$ cat config.mk
export PLATFORM = sky130hd
export DESIGN_NAME = vend_ctrl
export DESIGN_NICKNAME = d
export VERILOG_FILES = /design/src/rtl/vend_ctrl.sv
export SDC_FILE = /design/constraint.sdc
export NUM_CORES = 1
export LEC_CHECK = 0
export ABC_AREA = 1
export BUFFER_PORTS_ARGS = -buffer_cell sky130_fd_sc_hd__clkbuf_2
export CAP_MARGIN = 10
export CORE_AREA = 2 2 83 85
export DETAILED_ROUTE_END_ITERATION = 8
export DIE_AREA = 0 0 85 87
export HOLD_SLACK_MARGIN = 0.02
export PLACE_DENSITY_LB_ADDON = 0.15
export SYNTH_ARGS = -nofsm -noshare
export SYNTH_HDL_FRONTEND = slang
export SYNTH_SLANG_ARGS = --single-unit
$ cat constraint.sdc
create_clock -name clk -period 10.7 [get_ports clk]
set_input_delay 2.14 -clock clk [delete_from_list [all_inputs] [get_ports clk]]
set_output_delay 2.14 -clock clk [all_outputs]
set_load 0.01 [all_outputs]
$ cat src/rtl/vend_ctrl.sv
// vend_ctrl - coin vending machine transaction controller.
//
// Accumulates credit from single-cycle coin pulses, requests a dispense via a
// vend_req/vend_ack handshake, then pays change (or a cancel refund) one coin
// at a time through the ej_n/ej_d + ej_done handshake. Tracks nickel and dime
// tube inventory and drives the exact-change-only lamp. A handshake that
// stalls for TMO cycles, or a nickel owed with an empty nickel tube, parks the
// controller in FAULT until reset.
//
// Ports:
//   clk                 system clock, rising edge
//   rst_                asynchronous active-low reset
//   n, d, q             coin-accepted pulses (5, 10, 25 cents)
//   cancel              coin-return button pulse
//   vend_ack            motor driver done
//   ej_done             ejector finished the current coin
//   refill_n, refill_d  service refill pulses, one coin per cycle high
//   vend_req            dispense request (registered)
//   ej_n, ej_d          eject one nickel / dime (registered)
//   coin_rej            one-cycle pulse, coin routed to reject chute
//   credit              current credit in cents (registered)
//   exact_only          exact-change-only lamp (combinational from inventory)
//   busy                controller not idle (combinational from state)
//   fault               sticky handshake / inventory fault (registered)
module vend_ctrl #(
    parameter int PRICE = 25,
    parameter int CNT_W = 6,
    parameter int TMO   = 255
) (
    input  logic       clk,
    input  logic       rst_,
    input  logic       n,
    input  logic       d,
    input  logic       q,
    input  logic       cancel,
    input  logic       vend_ack,
    input  logic       ej_done,
    input  logic       refill_n,
    input  logic       refill_d,
    output logic       vend_req,
    output logic       ej_n,
    output logic       ej_d,
    output logic       coin_rej,
    output logic [6:0] credit,
    output logic       exact_only,
    output logic       busy,
    output logic       fault
);
    localparam int               TMO_W    = $clog2(TMO + 1);
    localparam logic [TMO_W-1:0] TMO_LAST = TMO_W'(TMO - 1);
    localparam int               CW2      = CNT_W + 2;
    localparam logic [CNT_W-1:0] CNT_MAX  = '1;
    localparam logic [7:0]       PRICE_8  = 8'(PRICE);

    typedef enum logic [1:0] {ST_IDLE, ST_VEND, ST_CHANGE, ST_FAULT} state_t;

    state_t           state_reg;
    logic [6:0]       credit_reg;
    logic [6:0]       chg_reg;
    logic [TMO_W-1:0] tmo_reg;
    logic             vend_req_reg;
    logic             ej_n_reg;
    logic             ej_d_reg;
    logic             coin_rej_reg;
    logic             fault_reg;
    logic             gap_reg;     // forces one idle cycle between ejects

    // Tube inventory: index 0 = nickels, 1 = dimes
    logic [CNT_W-1:0] tube_cnt [2];
    logic [CNT_W-1:0] nick_cnt;
    logic [CNT_W-1:0] dime_cnt;
    logic [1:0]       inc_coin;
    logic [1:0]       inc_refill;
    logic [1:0]       dec_eject;

    logic [1:0]       coin_num;
    logic             coin_any;
    logic [6:0]       coin_val;
    logic [7:0]       sum_all;
    logic [7:0]       sum_acc;
    logic             over_exact;
    logic             coin_acc;
    logic             coin_rej_next;
    logic [CW2-1:0]   inv_units;
    logic [6:0]       chg_step;

    assign nick_cnt = tube_cnt[0];
    assign dime_cnt = tube_cnt[1];

    // Inventory expressed in nickel units: 5n + 10d < 20  <=>  n + 2d < 4
    assign inv_units  = {2'b00, nick_cnt} + {1'b0, dime_cnt, 1'b0};
    assign exact_only = (nick_cnt == '0) || (inv_units < CW2'(4));

    // Coin priority: only the highest-valued pulse competes for credit
    assign coin_num = {1'b0, n} + {1'b0, d} + {1'b0, q};
    assign coin_any = n | d | q;
    assign coin_val = q ? 7'd25 : (d ? 7'd10 : (n ? 7'd5 : 7'd0));
    assign sum_all  = {1'b0, credit_reg} + {1'b0, coin_val};

    // With the lamp lit we cannot promise change, so refuse any overpay
    assign over_exact    = exact_only && (sum_all > PRICE_8);
    assign coin_acc      = coin_any && (state_reg == ST_IDLE) && !over_exact;
    assign sum_acc       = coin_acc ? sum_all : {1'b0, credit_reg};
    // Losing coins and the refused winner share a single reject pulse
    assign coin_rej_next = (coin_num >= 2'd2) || (coin_any && !coin_acc);

    assign inc_coin[0]  = coin_acc && n && !d && !q;
    assign inc_coin[1]  = coin_acc && d && !q;
    assign inc_refill   = {refill_d, refill_n};
    assign dec_eject[0] = (state_reg == ST_CHANGE) && ej_n_reg && ej_done;
    assign dec_eject[1] = (state_reg == ST_CHANGE) && ej_d_reg && ej_done;

    assign chg_step = ej_d_reg ? 7'd10 : 7'd5;

    genvar gi;
    generate
        for (gi = 0; gi < 2; gi++) begin : g_tube
            logic [CNT_W-1:0] cnt_reg;
            logic [CW2-1:0]   cnt_next;

            // A decrement is only ever issued for a non-empty tube, so the
            // sum cannot underflow; refills and coin credit saturate.
            assign cnt_next = {2'b00, cnt_reg} + CW2'(inc_coin[gi])
                            + CW2'(inc_refill[gi]) - CW2'(dec_eject[gi]);

            always_ff @(posedge clk or negedge rst_) begin
                if (!rst_) begin
                    cnt_reg <= '0;
                end else if (cnt_next > {2'b00, CNT_MAX}) begin
                    cnt_reg <= CNT_MAX;
                end else begin
                    cnt_reg <= cnt_next[CNT_W-1:0];
                end
            end

            assign tube_cnt[gi] = cnt_reg;
        end
    endgenerate

    always_ff @(posedge clk or negedge rst_) begin
        if (!rst_) begin
            state_reg    <= ST_IDLE;
            credit_reg   <= '0;
            chg_reg      <= '0;
            tmo_reg      <= '0;
            vend_req_reg <= 1'b0;
            ej_n_reg     <= 1'b0;
            ej_d_reg     <= 1'b0;
            coin_rej_reg <= 1'b0;
            fault_reg    <= 1'b0;
            gap_reg      <= 1'b0;
        end else begin
            coin_rej_reg <= coin_rej_next;
            case (state_reg)
                ST_IDLE: begin
                    if (cancel && (sum_acc != 8'd0)) begin
                        chg_reg    <= sum_acc[6:0];
                        credit_reg <= '0;
                        tmo_reg    <= '0;
                        gap_reg    <= 1'b0;
                        state_reg  <= ST_CHANGE;
                    end else if (sum_acc >= PRICE_8) begin
                        chg_reg      <= 7'(sum_acc - PRICE_8);
                        credit_reg   <= '0;
                        vend_req_reg <= 1'b1;
                        tmo_reg      <= '0;
                        state_reg    <= ST_VEND;
                    end else begin
                        credit_reg <= sum_acc[6:0];
                    end
                end
                ST_VEND: begin
                    if (vend_ack) begin
                        vend_req_reg <= 1'b0;
                        tmo_reg      <= '0;
                        gap_reg      <= 1'b0;
                        state_reg    <= (chg_reg != '0) ? ST_CHANGE : ST_IDLE;
                    end else if (tmo_reg == TMO_LAST) begin
                        vend_req_reg <= 1'b0;
                        fault_reg    <= 1'b1;
                        state_reg    <= ST_FAULT;
                    end else begin
                        tmo_reg <= tmo_reg + 1'b1;
                    end
                end
                ST_CHANGE: begin
                    if (ej_n_reg || ej_d_reg) begin
                        if (ej_done) begin
                            ej_n_reg <= 1'b0;
                            ej_d_reg <= 1'b0;
                            gap_reg  <= 1'b1;
                            chg_reg  <= chg_reg - chg_step;
                            if (chg_reg == chg_step) begin
                                state_reg <= ST_IDLE;
                            end
                        end else if (tmo_reg == TMO_LAST) begin
                            ej_n_reg  <= 1'b0;
                            ej_d_reg  <= 1'b0;
                            fault_reg <= 1'b1;
                            state_reg <= ST_FAULT;
                        end else begin
                            tmo_reg <= tmo_reg + 1'b1;
                        end
                    end else if (gap_reg) begin
                        gap_reg <= 1'b0;
                    end else if ((chg_reg >= 7'd10) && (dime_cnt != '0)) begin
                        ej_d_reg <= 1'b1;
                        tmo_reg  <= '0;
                    end else if (nick_cnt != '0) begin
                        ej_n_reg <= 1'b1;
                        tmo_reg  <= '0;
                    end else begin
                        // Owe a nickel but the tube is empty
                        fault_reg <= 1'b1;
                        state_reg <= ST_FAULT;
                    end
                end
                default: begin
                    // FAULT: handshakes held low, only reset leaves
                    vend_req_reg <= 1'b0;
                    ej_n_reg     <= 1'b0;
                    ej_d_reg     <= 1'b0;
                    fault_reg    <= 1'b1;
                end
            endcase
        end
    end

    assign vend_req = vend_req_reg;
    assign ej_n     = ej_n_reg;
    assign ej_d     = ej_d_reg;
    assign coin_rej = coin_rej_reg;
    assign credit   = credit_reg;
    assign fault    = fault_reg;
    assign busy     = (state_reg != ST_IDLE);

endmodule

==> results.toml <==
[layout]
multi_input_area_um2 = 2380
fill_cells = 594
area_growth_pct = 8.28
antennaDiodeCount = 0
layout.nets = 626
post_route_cells_drive_above_1_share_pct = 9.28
final_area_um2 = 4140
seqCellArea_um2 = 1050
largest_register_ffs = 8

[cts]
cts_buffers = 5
cts_buffer_depth = 2
cts-root-buf = "clkbuf_8"
clock_latency_ps = 300
cts_resized = 0
cts_tree = "yes"
clock_sinks = 42
clk_pin_slew_ps = 90
cts_max_level = 2
post-cts-setup-buffer-count = 0
postCtsHoldBufs = 0

[worst_setup_path]
r2r_slack_ps = 6090
cpMostUsedCell = "nand2_1"
setup.worst_path.end = "g_tube[0].cnt_reg[2]"
arrival_ps = 6460
required_ps = 10860
critPathCaptureType = "flip-flop"
startpoint = "q"
reg2reg_depth = 19
r2r-end = "g_tube[0].cnt_reg[2]"
worstPathMaxFanout = 13
r2r_start = "state_reg[0]"
slowest_stage = "fa_1"
cp_slowest_stage_delay_ps = 440
path_class = "input pin to flip-flop"
start_kind = "input pin"

[logic_synthesis]
yosysSeqAreaShare_pct = 27.5
synth_top_cell_area_share_pct = 27.5
synthTopCellsByArea = "dfrtp_1, nand2_1, ha_1"
synth_cell_types = 41
synth-seq-cells = 42
synth_top_area_cell = "dfrtp_1"
ys_warn_count = 0
synth_area_um2 = 3820
syn-num-nets = 601
syn_avg_cell_area_um2 = 7.01
synth_cells = 545

[pwr]
peakVddDrop_mv = 0.162
power_density_nw_per_um2 = 305
p_leak_nw = 2.28

[routing]
vias_per_cell = 5.36
dr.pass1.iters = 5
drc = 0
antenna_left = 0
wl_um = 8510
avgRoutedWirePerCell_um = 13.1
drtIter0Drc = 124
via_count = 3492

[grt]
grt_pass1_wl_um = 15000
grt_use_met2_pct = 44.8
grt_max_degree = 43
grt_pass1_vias = 3432
met3_usage_pct = 3.13
grt_usage_pct = 24.7
gr-total-overflow = 0
grt_util_met1_pct = 31.2
gr-max-usage-layer = "met2"
antenna_found_initial = 0

[timing]
slew_violations = 0
post-route-period-util_pct = 58.9
fin_crit_ps = 6300
fin_tns_setup_ps = 0
rsz0062_at_grt = "no"
setup_viol = 0
finalHoldViolCount = 0
skew_ps = 11.0
worst_slack_ps = 4400
tightest_slew_ps = 853
max_freq_ghz = 0.159
relSlewSlack_pct = 42.6

[floorplanning]
initial_core_util_pct = 58.2
core_region_area_um2 = 6570
die_x_um = 85
die-area_um2 = 7400
die_h_um = 87
fp-row-count = 30
top_level_ports = 24

[run_status]
status = "completed"

[place]
dpl_worst_slack_ps = 4100
dpl.hpwl_um = 6610
io_buffers = 23
post_dp_cell_area_um2 = 4000
place_congestion = 0.916

[min_path]
hold_path_class = "flip-flop to flip-flop"

[flow_run]
cap_violations = 0
[per-layer routing]
metal / share of wire, % / up-vias
li1: - / 1805
met1: 45 / 1614
met2: 51 / 63
met3: 3.3 / 10
met4: 1.4 / 0
met5: 0 / -
[worst min-delay path by stage]
stage / to / slack, ps / depth (start not counted) / from
final: tmo_reg[4] / 500 / 2 / tmo_reg[4]
after global routing: tmo_reg[4] / 520 / 2 / tmo_reg[4]
after CTS: tmo_reg[4] / 500 / 2 / tmo_reg[4]
after detailed placement: tmo_reg[4] / 480 / 2 / tmo_reg[4]
after global placement: gap_reg / 470 / 2 / gap_reg
after floorplan: gap_reg / 450 / 2 / gap_reg
[worst max-delay path, delay by kind of cell]
kind,cells,cell delay (ps)
and+or+nand+nor,15,1240
xor gates and xnor gates,1,140
buffers and inverters,3,330
adders and majority gates,5,1740
AOI/OAI and AO/OA,5,860
[logic make-up after synthesis]
| kind of cell | Yosys count | share of synthesized area [%] |
|---|---|---|
| DFF | 42 | 27.5 |
| AOI/OAI and AO/OA | 88 | 13.1 |
| adders and majority gates | 46 | 16.4 |
| buffers and inverters | 98 | 10.3 |
| and+or+nand+nor | 262 | 30.6 |
| xor gates and xnor gates | 9 | 2.06 |
[where the power goes]
part / leakage (nW) / switching, mW / internal [mW]
Combinational: 1.70 / 0.527 / 0.303
Clock: 0.0714 / 0.0576 / 0.0996
Sequential: 0.512 / 0.0564 / 0.217
[synthesized netlist by cell type (all sizes together)]
master,instances
clkbuf,2
ha,39
o21ai,43
buf,4
nand4,5
a21boi,2
fa,7
or2,2
a31oi,4
xnor2,2
nor3,7
nand3b,5
inv,92
nand3,37
o21a,1
nor4,1
dfrtp,42
and2,1
a21oi,24
xor2,7
o2111ai,1
nor2,56
o22ai,5
a41oi,2
o211ai,2
nand2,148
o31ai,2
o21bai,2
[cell usage in the layout (no fill, tap or decap), drive strengths merged, types with 2 or more instances in the layout]
| cell | count |
|---|---|
| o22ai | 5 |
| xnor2 | 2 |
| o21bai | 2 |
| a41oi | 2 |
| nand2 | 148 |
| xor2 | 7 |
| nor2 | 56 |
| nand3 | 37 |
| fa | 7 |
| clkbuf | 29 |
| o211ai | 2 |
| a21boi | 2 |
| nand4 | 5 |
| nand3b | 5 |
| o31ai | 2 |
| dfrtp | 42 |
| a21oi | 24 |
| bufinv | 2 |
| nor3 | 7 |
| inv | 92 |
| a31oi | 4 |
| ha | 39 |
| or2 | 2 |
| o21ai | 43 |
[layout make-up]
class	count	area share, %
repair buffers	24	2.96
clock inverters	2	1.45
clock buffers	6	2.00
flip-flops and latches	42	25.4
well taps	80	2.42
multi-input cells	405	57.4
inverters	92	8.35
[metrics by stage]
stage | cells | hold WS (ps) | power (mW) | utilization [%]
3_3_place_gp | 643 | 475 | 1.08 | 60.8
5_1_grt | 651 | 522 | 1.42 | 63.0
3_5_place_dp | 643 | 480 | 1.10 | 60.8
6_report | 651 | 501 | 1.26 | 63.0
2_1_floorplan | 545 | 453 | 0.931 | -
4_1_cts | 651 | 502 | 1.26 | 63.0
Note: power is estimated with default switching activity, not from simulation.
